[src/rtl/knight_rider_pkg.sv]
// Shared types, mode constants and brightness helpers for the Knight Rider LED sequencer.
package knight_rider_pkg;

    typedef logic [1:0] kr_mode_t;

    localparam kr_mode_t KR_MODE_BOUNCE = 2'd0;
    localparam kr_mode_t KR_MODE_WRAPL  = 2'd1;
    localparam kr_mode_t KR_MODE_WRAPR  = 2'd2;

    typedef enum logic [1:0] {
        KR_IDLE = 2'd0,
        KR_RUN  = 2'd1,
        KR_HOLD = 2'd2
    } kr_state_e;

    // Full-scale PWM duty for a pwm_w-bit counter.
    function automatic int unsigned kr_full_level(input int unsigned pwm_w);
        return (32'd1 << pwm_w) - 32'd1;
    endfunction

    // Duty of a trail entry of the given age (0 = newest).
    function automatic int unsigned kr_trail_level(input int unsigned pwm_w, input int unsigned age);
        return kr_full_level(pwm_w) >> (age + 32'd1);
    endfunction

endpackage

[src/rtl/knight_rider_seq_if.sv]
// Control/status bundle between the sequencer and whatever drives it.
interface knight_rider_seq_if
    import knight_rider_pkg::*;
#(
    parameter int unsigned N_LEDS  = 8,
    parameter int unsigned PRESC_W = 32
) ();
    localparam int unsigned POS_W = $clog2(N_LEDS);

    logic               en;
    kr_mode_t           mode;
    logic [PRESC_W-1:0] period;
    logic [N_LEDS-1:0]  leds;
    logic [POS_W-1:0]   pos;
    logic               dir;
    logic               step;

    modport master (output en, mode, period, input leds, pos, dir, step);
    modport slave  (input en, mode, period, output leds, pos, dir, step);

endinterface

[src/rtl/kr_pwm_channel.sv]
// One LED PWM output: registered compare of the shared counter against this LED's duty.
module kr_pwm_channel #(
    parameter int unsigned PWM_W = 4
) (
    input  logic             clk,
    input  logic             rst,
    input  logic [PWM_W-1:0] cnt_i,
    input  logic [PWM_W-1:0] duty_i,
    output logic             led_o
);

    logic led_q;

    always_ff @(posedge clk or posedge rst) begin
        if (rst) led_q <= 1'b0;
        else     led_q <= (cnt_i < duty_i);
    end

    assign led_o = led_q;

endmodule

[src/rtl/knight_rider_seq.sv]
// Knight Rider LED sequencer: step prescaler, run/hold FSM, head motion, trail history and PWM fan-out.
module knight_rider_seq
    import knight_rider_pkg::*;
#(
    parameter int unsigned N_LEDS  = 8,
    parameter int unsigned PRESC_W = 32,
    parameter int unsigned PWM_W   = 4,
    parameter int unsigned TRAIL   = 3
) (
    input  logic               clk,
    input  logic               rst,
    knight_rider_seq_if.slave  bus
);

    localparam int unsigned       POS_W  = $clog2(N_LEDS);
    localparam int unsigned       HIST_D = (TRAIL > 0) ? TRAIL : 1;
    localparam logic [POS_W-1:0]  LAST   = POS_W'(N_LEDS - 1);
    localparam logic [PWM_W-1:0]  FULL   = PWM_W'(kr_full_level(PWM_W));

    kr_state_e          state_q, state_d;
    logic [PRESC_W-1:0] presc_q, presc_d;
    logic [POS_W-1:0]   pos_q, pos_d;
    logic               dir_q, dir_d;
    logic               step_q, step_d;
    logic [PWM_W-1:0]   pwm_cnt_q;
    logic [POS_W-1:0]   hist_pos_q [HIST_D];
    logic [POS_W-1:0]   hist_pos_d [HIST_D];
    logic [HIST_D-1:0]  hist_vld_q, hist_vld_d;
    logic [PRESC_W-1:0] limit;
    logic [PWM_W-1:0]   duty [N_LEDS];
    logic [N_LEDS-1:0]  led_bits;

    // A zero period behaves as one clock per step.
    assign limit = (bus.period == '0) ? '0 : bus.period - PRESC_W'(1);

    always_ff @(posedge clk or posedge rst) begin
        if (rst) begin
            state_q    <= KR_IDLE;
            presc_q    <= '0;
            pos_q      <= '0;
            dir_q      <= 1'b1;
            step_q     <= 1'b0;
            pwm_cnt_q  <= '0;
            hist_vld_q <= '0;
            for (int unsigned k = 0; k < HIST_D; k++) hist_pos_q[k] <= '0;
        end else begin
            state_q    <= state_d;
            presc_q    <= presc_d;
            pos_q      <= pos_d;
            dir_q      <= dir_d;
            step_q     <= step_d;
            pwm_cnt_q  <= pwm_cnt_q + PWM_W'(1);
            hist_vld_q <= hist_vld_d;
            for (int unsigned k = 0; k < HIST_D; k++) hist_pos_q[k] <= hist_pos_d[k];
        end
    end

    always_comb begin
        state_d    = state_q;
        presc_d    = presc_q;
        pos_d      = pos_q;
        dir_d      = dir_q;
        step_d     = 1'b0;
        hist_vld_d = hist_vld_q;
        for (int unsigned k = 0; k < HIST_D; k++) hist_pos_d[k] = hist_pos_q[k];

        case (state_q)
            KR_IDLE: if (bus.en)  state_d = KR_RUN;
            KR_RUN:  if (!bus.en) state_d = KR_HOLD;
            KR_HOLD: if (bus.en)  state_d = KR_RUN;
            default:              state_d = KR_IDLE;
        endcase

        // Motion only advances while running and still enabled; HOLD keeps the count.
        if (state_q == KR_RUN && bus.en) begin
            if (presc_q >= limit) begin
                step_d        = 1'b1;
                presc_d       = '0;
                hist_pos_d[0] = pos_q;
                hist_vld_d[0] = 1'b1;
                for (int unsigned k = 1; k < HIST_D; k++) begin
                    hist_pos_d[k] = hist_pos_q[k-1];
                    hist_vld_d[k] = hist_vld_q[k-1];
                end
                case (bus.mode)
                    KR_MODE_WRAPL: begin
                        dir_d = 1'b1;
                        pos_d = (pos_q == LAST) ? '0 : pos_q + POS_W'(1);
                    end
                    KR_MODE_WRAPR: begin
                        dir_d = 1'b0;
                        pos_d = (pos_q == '0) ? LAST : pos_q - POS_W'(1);
                    end
                    default: begin
                        if (dir_q) begin
                            if (pos_q == LAST) begin
                                dir_d = 1'b0;
                                pos_d = LAST - POS_W'(1);
                            end else begin
                                pos_d = pos_q + POS_W'(1);
                            end
                        end else begin
                            if (pos_q == '0) begin
                                dir_d = 1'b1;
                                pos_d = POS_W'(1);
                            end else begin
                                pos_d = pos_q - POS_W'(1);
                            end
                        end
                    end
                endcase
            end else begin
                presc_d = presc_q + PRESC_W'(1);
            end
        end
    end

    // Per-LED duty: brightest of head and matching trail entries; dark while idle.
    always_comb begin
        for (int unsigned i = 0; i < N_LEDS; i++) begin
            duty[i] = '0;
            if (state_q != KR_IDLE) begin
                for (int unsigned k = 0; k < TRAIL; k++) begin
                    if (hist_vld_q[k] && hist_pos_q[k] == POS_W'(i)
                        && PWM_W'(kr_trail_level(PWM_W, k)) > duty[i]) begin
                        duty[i] = PWM_W'(kr_trail_level(PWM_W, k));
                    end
                end
                if (pos_q == POS_W'(i)) duty[i] = FULL;
            end
        end
    end

    for (genvar i = 0; i < N_LEDS; i++) begin : g_led
        kr_pwm_channel #(.PWM_W(PWM_W)) u_ch (
            .clk    (clk),
            .rst    (rst),
            .cnt_i  (pwm_cnt_q),
            .duty_i (duty[i]),
            .led_o  (led_bits[i])
        );
    end

    assign bus.leds = led_bits;
    assign bus.pos  = pos_q;
    assign bus.dir  = dir_q;
    assign bus.step = step_q;

endmodule

[src/flat_wrapper.sv]
// flat-port wrapper written by rule: the top's interface ports become plain ports
module knight_rider_seq_flat import knight_rider_pkg::*;
#(
    parameter int unsigned N_LEDS  = 8,
    parameter int unsigned PRESC_W = 32,
    parameter int unsigned PWM_W   = 4,
    parameter int unsigned TRAIL   = 3
)
  (clk, rst, bus_en, bus_mode, bus_period, bus_leds, bus_pos, bus_dir, bus_step);
  knight_rider_seq_if #(.N_LEDS(N_LEDS), .PRESC_W(PRESC_W)) bus_i ();
  input  logic clk;
  input  logic rst;
  input wire logic [$bits(bus_i.en)-1:0] bus_en;
  input wire logic [$bits(bus_i.mode)-1:0] bus_mode;
  input wire logic [$bits(bus_i.period)-1:0] bus_period;
  output wire logic [$bits(bus_i.leds)-1:0] bus_leds;
  output wire logic [$bits(bus_i.pos)-1:0] bus_pos;
  output wire logic [$bits(bus_i.dir)-1:0] bus_dir;
  output wire logic [$bits(bus_i.step)-1:0] bus_step;
  assign bus_i.en = bus_en;
  assign bus_i.mode = bus_mode;
  assign bus_i.period = bus_period;
  assign bus_leds = bus_i.leds;
  assign bus_pos = bus_i.pos;
  assign bus_dir = bus_i.dir;
  assign bus_step = bus_i.step;
  knight_rider_seq #(.N_LEDS(N_LEDS), .PRESC_W(PRESC_W), .PWM_W(PWM_W), .TRAIL(TRAIL)) u_core (.clk(clk), .rst(rst), .bus(bus_i));
endmodule
[config.mk]
export PLATFORM = sky130hd
export DESIGN_NAME = knight_rider_seq_flat
export DESIGN_NICKNAME = d
export VERILOG_FILES = /design/src/rtl/knight_rider_pkg.sv /design/src/rtl/knight_rider_seq_if.sv /design/src/rtl/kr_pwm_channel.sv /design/src/rtl/knight_rider_seq.sv /design/src/flat_wrapper.sv
export SDC_FILE = /design/constraint.sdc
export NUM_CORES = 1
export LEC_CHECK = 0
export CAP_MARGIN = 20
export CORE_MARGIN = 2
export CORE_UTILIZATION = 55
export DETAILED_ROUTE_END_ITERATION = 10
export HOLD_SLACK_MARGIN = 0.03
export PLACE_DENSITY = 0.77
export SLEW_MARGIN = 20
export SYNTH_ARGS = -nofsm -noshare
export SYNTH_HDL_FRONTEND = slang
export SYNTH_SLANG_ARGS = --single-unit
[constraint.sdc]
create_clock -name clk -period 3.4 [get_ports clk]
set_input_delay 1.02 -clock clk [delete_from_list [all_inputs] [get_ports clk]]
set_output_delay 1.02 -clock clk [all_outputs]
set_load 0.05 [all_outputs]
* Word-level counts from Yosys, hierarchy flattened
Index checks and enable logic that the tools add are counted.
** Word-level totals
- Register bits :: 63
- Input port bits :: 37
- Output and inout port bits :: 13
- Logic and storage cells :: 206
** Operators by class
- Add/sub/neg operators :: 5
- Order comparisons :: 25
- Eq/ne operators :: 34
- Muxes and demuxes :: 73
- Reductions and logical operators :: 51
** Operators with widths (count)
- 4-bit two-way mux :: 48
- 32-bit two-way mux :: 2
- 3-bit == test (second input constant) :: 16
- 1-bit logical AND :: 41
- 3-bit two-way mux :: 13
- 32-bit by 1-bit adder with 32-bit output (second input constant) :: 1
- 32-bit >= comparator :: 1
- 1-bit by 4-bit greater-than comparator with 1-bit output (first input constant) :: 8
- 2-bit by 4-bit greater-than comparator with 1-bit output (first input constant) :: 8
- 32-bit logical NOT :: 1
- 4-bit less-than comparator :: 8
- 32-bit by 1-bit subtractor with 32-bit output (second input constant) :: 1
- 3-bit by 2-bit == test with 1-bit output (second input constant) :: 8
- 3-bit by 1-bit == test with 1-bit output (second input constant) :: 4
- 3-bit logical NOT :: 4
- 3-bit case mux with 2 select lines :: 1
- 1-bit two-way mux :: 5
- 4-bit by 1-bit adder with 4-bit output (second input constant) :: 1
- 2-bit by 1-bit == test with 1-bit output (second input constant) :: 2
- 2-bit == test (second input constant) :: 2
- 2-bit two-way mux :: 2
- 2-bit case mux with 2 select lines :: 1
- 2-bit AND reduction :: 2
- 3-bit by 1-bit adder with 3-bit output (second input constant) :: 1
- 7 further kinds :: 7

* Longest topological paths before layout
- Depth in word-level cells :: 14
- Depth in mapped cells :: 18
- Gate-level depth less buffers :: 16

* Cells and area by module
A second synthesis with hierarchy kept.
** Unflattened totals
- Cell total of the unflattened synthesis :: 625
- Area, all modules :: 5444.0 µm²
** By module, submodules not included
- knight_rider_seq :: times used 1, cells each 521, area each 4533.1 µm², sequential area each 1377.6 µm²
- kr_pwm_channel :: times used 8, cells each 13, area each 113.9 µm², sequential area each 25.0 µm²

* Worst setup path after synthesis
No wires, ideal clock.
- Path type :: input -> register
- Start point :: input bus_period[0]
- End point :: register u_core.presc_q[12]
- Library setup time :: 0.118 ns
- Arrival time :: 4.703 ns
- Required time :: 3.282 ns
- Slack :: -1.422 ns
- Stages on the path :: 18
- Buffers on the path :: 2
- Path through :: inv_1 > ha_1 > or3b_2 > nor4_2 > nand2_1 > nor4_1 > xor2_1 > nand2_1 > ha_1 > nand4_1 > nor4_1 > nand2_1 > a31oi_2 > o21ai_4 > inv_2 > buf_4 > buf_4 > nor2_1
** Between the ends
- Cells in the longest elaborated chain, start to end :: 4
- Elaborated cells on any way between the ends :: 5
- Classes of those cells :: add/sub: 1; order compare: 1; mux: 2; reduce/logical: 1
** Ends and longest elaborated chain
- start, declared :: line flat_wrapper.sv:15 : input wire logic [$bits(bus_i.period)-1:0] bus_period;
- 32-bit by 1-bit subtractor with 32-bit output or 32-bit logical NOT (tied branches) :: line knight_rider_seq.sv:34 : assign limit = (bus.period == '0) ? '0 : bus.period - PRESC_W'(1);
- 32-bit two-way mux * :: line knight_rider_seq.sv:34
- 32-bit >= comparator * :: line knight_rider_seq.sv:76 : if (presc_q >= limit) begin
- 32-bit two-way mux * :: line knight_rider_seq.sv:76
- end signal, assigned :: line knight_rider_seq.sv:48 : presc_q <= presc_d;
- end, declared :: line knight_rider_seq.sv:21 : logic [PRESC_W-1:0] presc_q, presc_d;
Every way passes the cells marked *; elsewhere a longest branch is shown, timed or not.
A chain may end at the register's enable or synchronous reset.

* Final worst setup path
- Start point :: input bus_period[22]
- End point :: register u_core.pos_q[1], in the netlist u_core.bus.pos[1]
** Between the ends
- Cells in the longest elaborated chain, start to end :: 4
- Elaborated cells on any way between the ends :: 5
- Classes of those cells :: add/sub: 1; order compare: 1; mux: 1; reduce/logical: 2
** Ends and longest elaborated chain
- 32-bit by 1-bit subtractor with 32-bit output or 32-bit logical NOT (tied branches) :: line knight_rider_seq.sv:34
- 32-bit two-way mux * :: line knight_rider_seq.sv:34
- 32-bit >= comparator * :: line knight_rider_seq.sv:76
- 2-bit AND reduction (no line) *
- end signal, assigned :: line knight_rider_seq.sv:49 : pos_q <= pos_d;
- end, declared :: line knight_rider_seq.sv:22 : logic [POS_W-1:0] pos_q, pos_d;
Marks and branches as above.

==> impl_metrics.json <==
{
  "critPathMaxStageDelay_ns": 0.49,
  "required_ns": 3.63,
  "postLayoutCellArea_um2": 7915,
  "power_leakage_uw": 0.003534,
  "grt_pass1_vias": 5354,
  "setup_viol": 49,
  "gr-total-overflow": 0,
  "synth_top_area_cell": "dfrtp_1",
  "tightest_slew_ns": 0.8843,
  "yosysWarnings": 0,
  "setup_tns_ns": -56.87,
  "synthTopCellsByArea": "dfrtp_1 29%, ha_1 17%, nand2_1 6.5%",
  "yosys_most_used_dff": "dfrtp_1",
  "cts_buffer_depth": 2,
  "fin_skew_ns": 0.01264,
  "synth_commonest_cells": "94 x nand2_1, 72 x ha_1, 62 x dfrtp_1, 59 x nor2_1, 32 x xor2_1",
  "post-route-period-util_pct": 137.3,
  "drtIter0Drc": 372,
  "ir_drop_mv": 0.3631,
  "worstPathMaxFanout": 8,
  "crit_type": "in2reg",
  "io_buffers": 49,
  "grt_pass1_wl_um": 25540,
  "synth_cell_types": 61,
  "fp.dieH_um": 103.0,
  "switching_share_pct": 31.59,
  "drtPass1Iterations": 5,
  "syn_inst": 630,
  "clock_latency_ns": 0.35,
  "cts_hold_buffers": 0,
  "dp_cells": 858,
  "critPathBufInv": 6,
  "postPlaceCellArea_um2": 6495,
  "clk_pin_slew_ns": 0.07,
  "fin_crit_ns": 4.667,
  "place_ws_ns": -1.883,
  "avgSynthCellArea_um2": 8.558,
  "cts_buffers": 9,
  "initial_core_util_pct": 55.93,
  "viasPerCell": 6.246,
  "reg2regPathDepth": 10,
  "async_flop_share_pct": 100.0,
  "synth_most_common_cell": "nand2_1",
  "synth_top_area_share_pct": 28.78,
  "antenna_left": 0,
  "synth_seq_area_share_pct": 29.26,
  "hold_violations": 0,
  "violations": "setup timing",
  "crit_path_end_kind": "flip-flop",
  "placementRows": 36,
  "dieArea_um2": 10610,
  "p_int_uw": 1394,
  "combPwrFrac_pct": 25.3,
  "slew_violations": 0,
  "post-dp-hpwl_um": 10230,
  "diodes": 0,
  "final_cells": 910,
  "core-area_um2": 9639,
  "arrival_ns": 4.89,
  "pwr-share-clk_pct": 33.3,
  "status": "complete, but fails checks",
  "min_path_cells": 1,
  "p_sw_uw": 643.9,
  "synth_edf_count": 0,
  "nFillCells": 522,
  "wl_per_cell_um": 20.27,
  "vias": 5684,
  "critPathSlowestCell": "or4_4",
  "die_x_um": 103.0,
  "min_path_type": "reg2reg",
  "totalWireLength_um": 18440,
  "drive_gt1_share_pct": 32.95,
  "fmax_mhz": 214.3,
  "area_delta_synth_final_pct": 46.81,
  "path_cells": "clkdlybuf4s50_1 > nor4_1 > buf_4 > nand4_1 > or4_4 > buf_8 > buf_8 > nand2_1 > ha_1 > a21oi_2 > o21ai_1 > nand2_2 > nand4_1 > o21ai_4 > buf_6 > clkinv_8 > mux2_4",
  "pin_count": 50,
  "p_per_area_nw_per_um2": 257.5,
  "grtUsageTotal_pct": 30.29,
  "antenna_found_initial": 0,
  "cts_sinks": 63,
  "pwr-share-seq_pct": 41.4,
  "cts_tree": "yes",
  "crit_family": "simple AND/OR/NAND/NOR gates",
  "grt_start_max_net_pins": 42,
  "slew_headroom_pct": 40.59,
  "p_total_uw": 2038,
  "syn-num-nets": 739,
  "route.detailed.drc": 0,
  "cap_violations": 0,
  "htree_levels": 3,
  "cts_root_buf": "clkbuf_8",
  "finalWorstSetupSlack_ns": -1.267,
  "rsz0062_at_grt": "true",
  "worst_setup_path_start_kind": "input pin",
  "cp.depth": 17,
  "final_nets": 882,
  "synth_seq_cells": 63,
  "gp_congestion": 0.9422,
  "syn-cell-area_um2": 5391
}
[final timing paths]
kind	start	slack, ns	end
max	bus_period[22]	-1.27	u_core.bus.pos[1]
min	u_core.presc_q[0]	0.55	u_core.presc_q[0]
min in group asynchronous	rst	1.03	u_core.g_led[5].u_ch.led_o
max in group asynchronous	rst	1.70	u_core.bus.dir
max reg2reg	u_core.presc_q[0]	0.82	u_core.bus.pos[1]
min reg2reg	u_core.presc_q[0]	0.55	u_core.presc_q[0]
[per-layer routing]
metal	global-route usage, %	up-vias	share of wire [%]
li1	-	2532	-
met1	39.53	2723	39
met2	50.70	322	49
met3	5.220	107	7.1
met4	10.73	0	5.5
met5	0	-	0
[worst register-to-register path: cells and delay by family (launching register included)]
kind	cells	cell delay [ns]
and+or+nand+nor	2	0.36
DFF	1	0.44
buffers and inverters	3	0.39
muxes	1	0.30
adders and majority gates	1	0.20
AOI/OAI and AO/OA	3	0.76
[logic make-up (layout without fill, tap and decap cells)]
logic type               count (synthesis)  count (layout)  synth area share (%)
AND/OR/NAND/NOR                        270             270                 24.37
flip-flops                              63              63                 29.26
buffers and inverters                   45             192                 3.945
multiplexers                            16              16                 3.342
adder cells (fa/ha/maj)                 72              72                 16.71
XOR/XNOR                                47              47                 7.635
AO/OA/AOI/OAI                          117             117                 14.74
[power groups by stage]
stage / registers [uW] / logic [uW] / clock network, uW
final: 843 / 516 / 680
after global routing: 846 / 553 / 709
after CTS: 836 / 439 / 671
after detailed placement: 849 / 370 / 0
after global placement: 847 / 347 / 0
after floorplan: 835 / 217 / 0
[cells in the final DEF (no fill, tap or decap), drive strengths merged, types with 4 or more instances in the layout]
cell type | Yosys | layout
a21boi | 4 | 4
a21o | 9 | 9
a21oi | 24 | 24
a22o | 4 | 4
a31oi | 8 | 8
and3 | 6 | 6
and4 | 4 | 4
buf | 14 | 108
clkbuf | 7 | 14
clkdlybuf4s15 | 0 | 4
clkdlybuf4s50 | 0 | 32
dfrtp | 62 | 62
ha | 72 | 72
inv | 24 | 24
mux2 | 16 | 16
nand2 | 94 | 94
nand2b | 19 | 19
nand3 | 22 | 22
nand4 | 9 | 9
nor2 | 59 | 59
nor3 | 17 | 17
nor4 | 10 | 10
o21ai | 30 | 30
o221ai | 6 | 6
o2bb2ai | 9 | 9
o31ai | 7 | 7
or2 | 5 | 5
or3 | 6 | 6
or4 | 6 | 6
xnor2 | 15 | 15
xor2 | 32 | 32
[flip-flops by register name, summed over array words and instances (netlist names)]
| name | count |
|---|---|
| u_core.presc_q | 32 |
| u_core.hist_pos_q | 9 |
| u_core.g_led.u_ch.led_o | 8 |
| u_core.pwm_cnt_q | 4 |
| u_core.bus.pos | 3 |
| u_core.hist_vld_q | 3 |
| u_core.state_q | 2 |
| u_core.bus.dir | 1 |
| u_core.bus.step | 1 |
[final cells by class]
type,count,area [um2],share of cell area (%)
sequential,63,1578,19.93
multi-input combinational,522,4417,55.80
tap,133,166.4,2.102
clock buffer,12,155.1,1.960
timing repair inverter,1,11.26,0.1423
inverter,24,110.1,1.391
timing repair buffer,152,1435,18.13
clock inverter,3,42.54,0.5375
[metrics by stage]
step	utilization [%]	hold WS, ns
floorplan	-	0.4636
global placement	67.38	0.4929
detailed placement	67.38	0.5154
CTS	77.38	0.5258
global route	82.11	0.5714
finish	82.11	0.5482
[timing repair]
item                                    CTS  global route
cloned                                    5             0
resized for setup                       128           109
pin swaps                                40            58
buffers inserted                         26            13
endpoints found under the setup margin   49            49
Power figures use the tool's default switching activity.
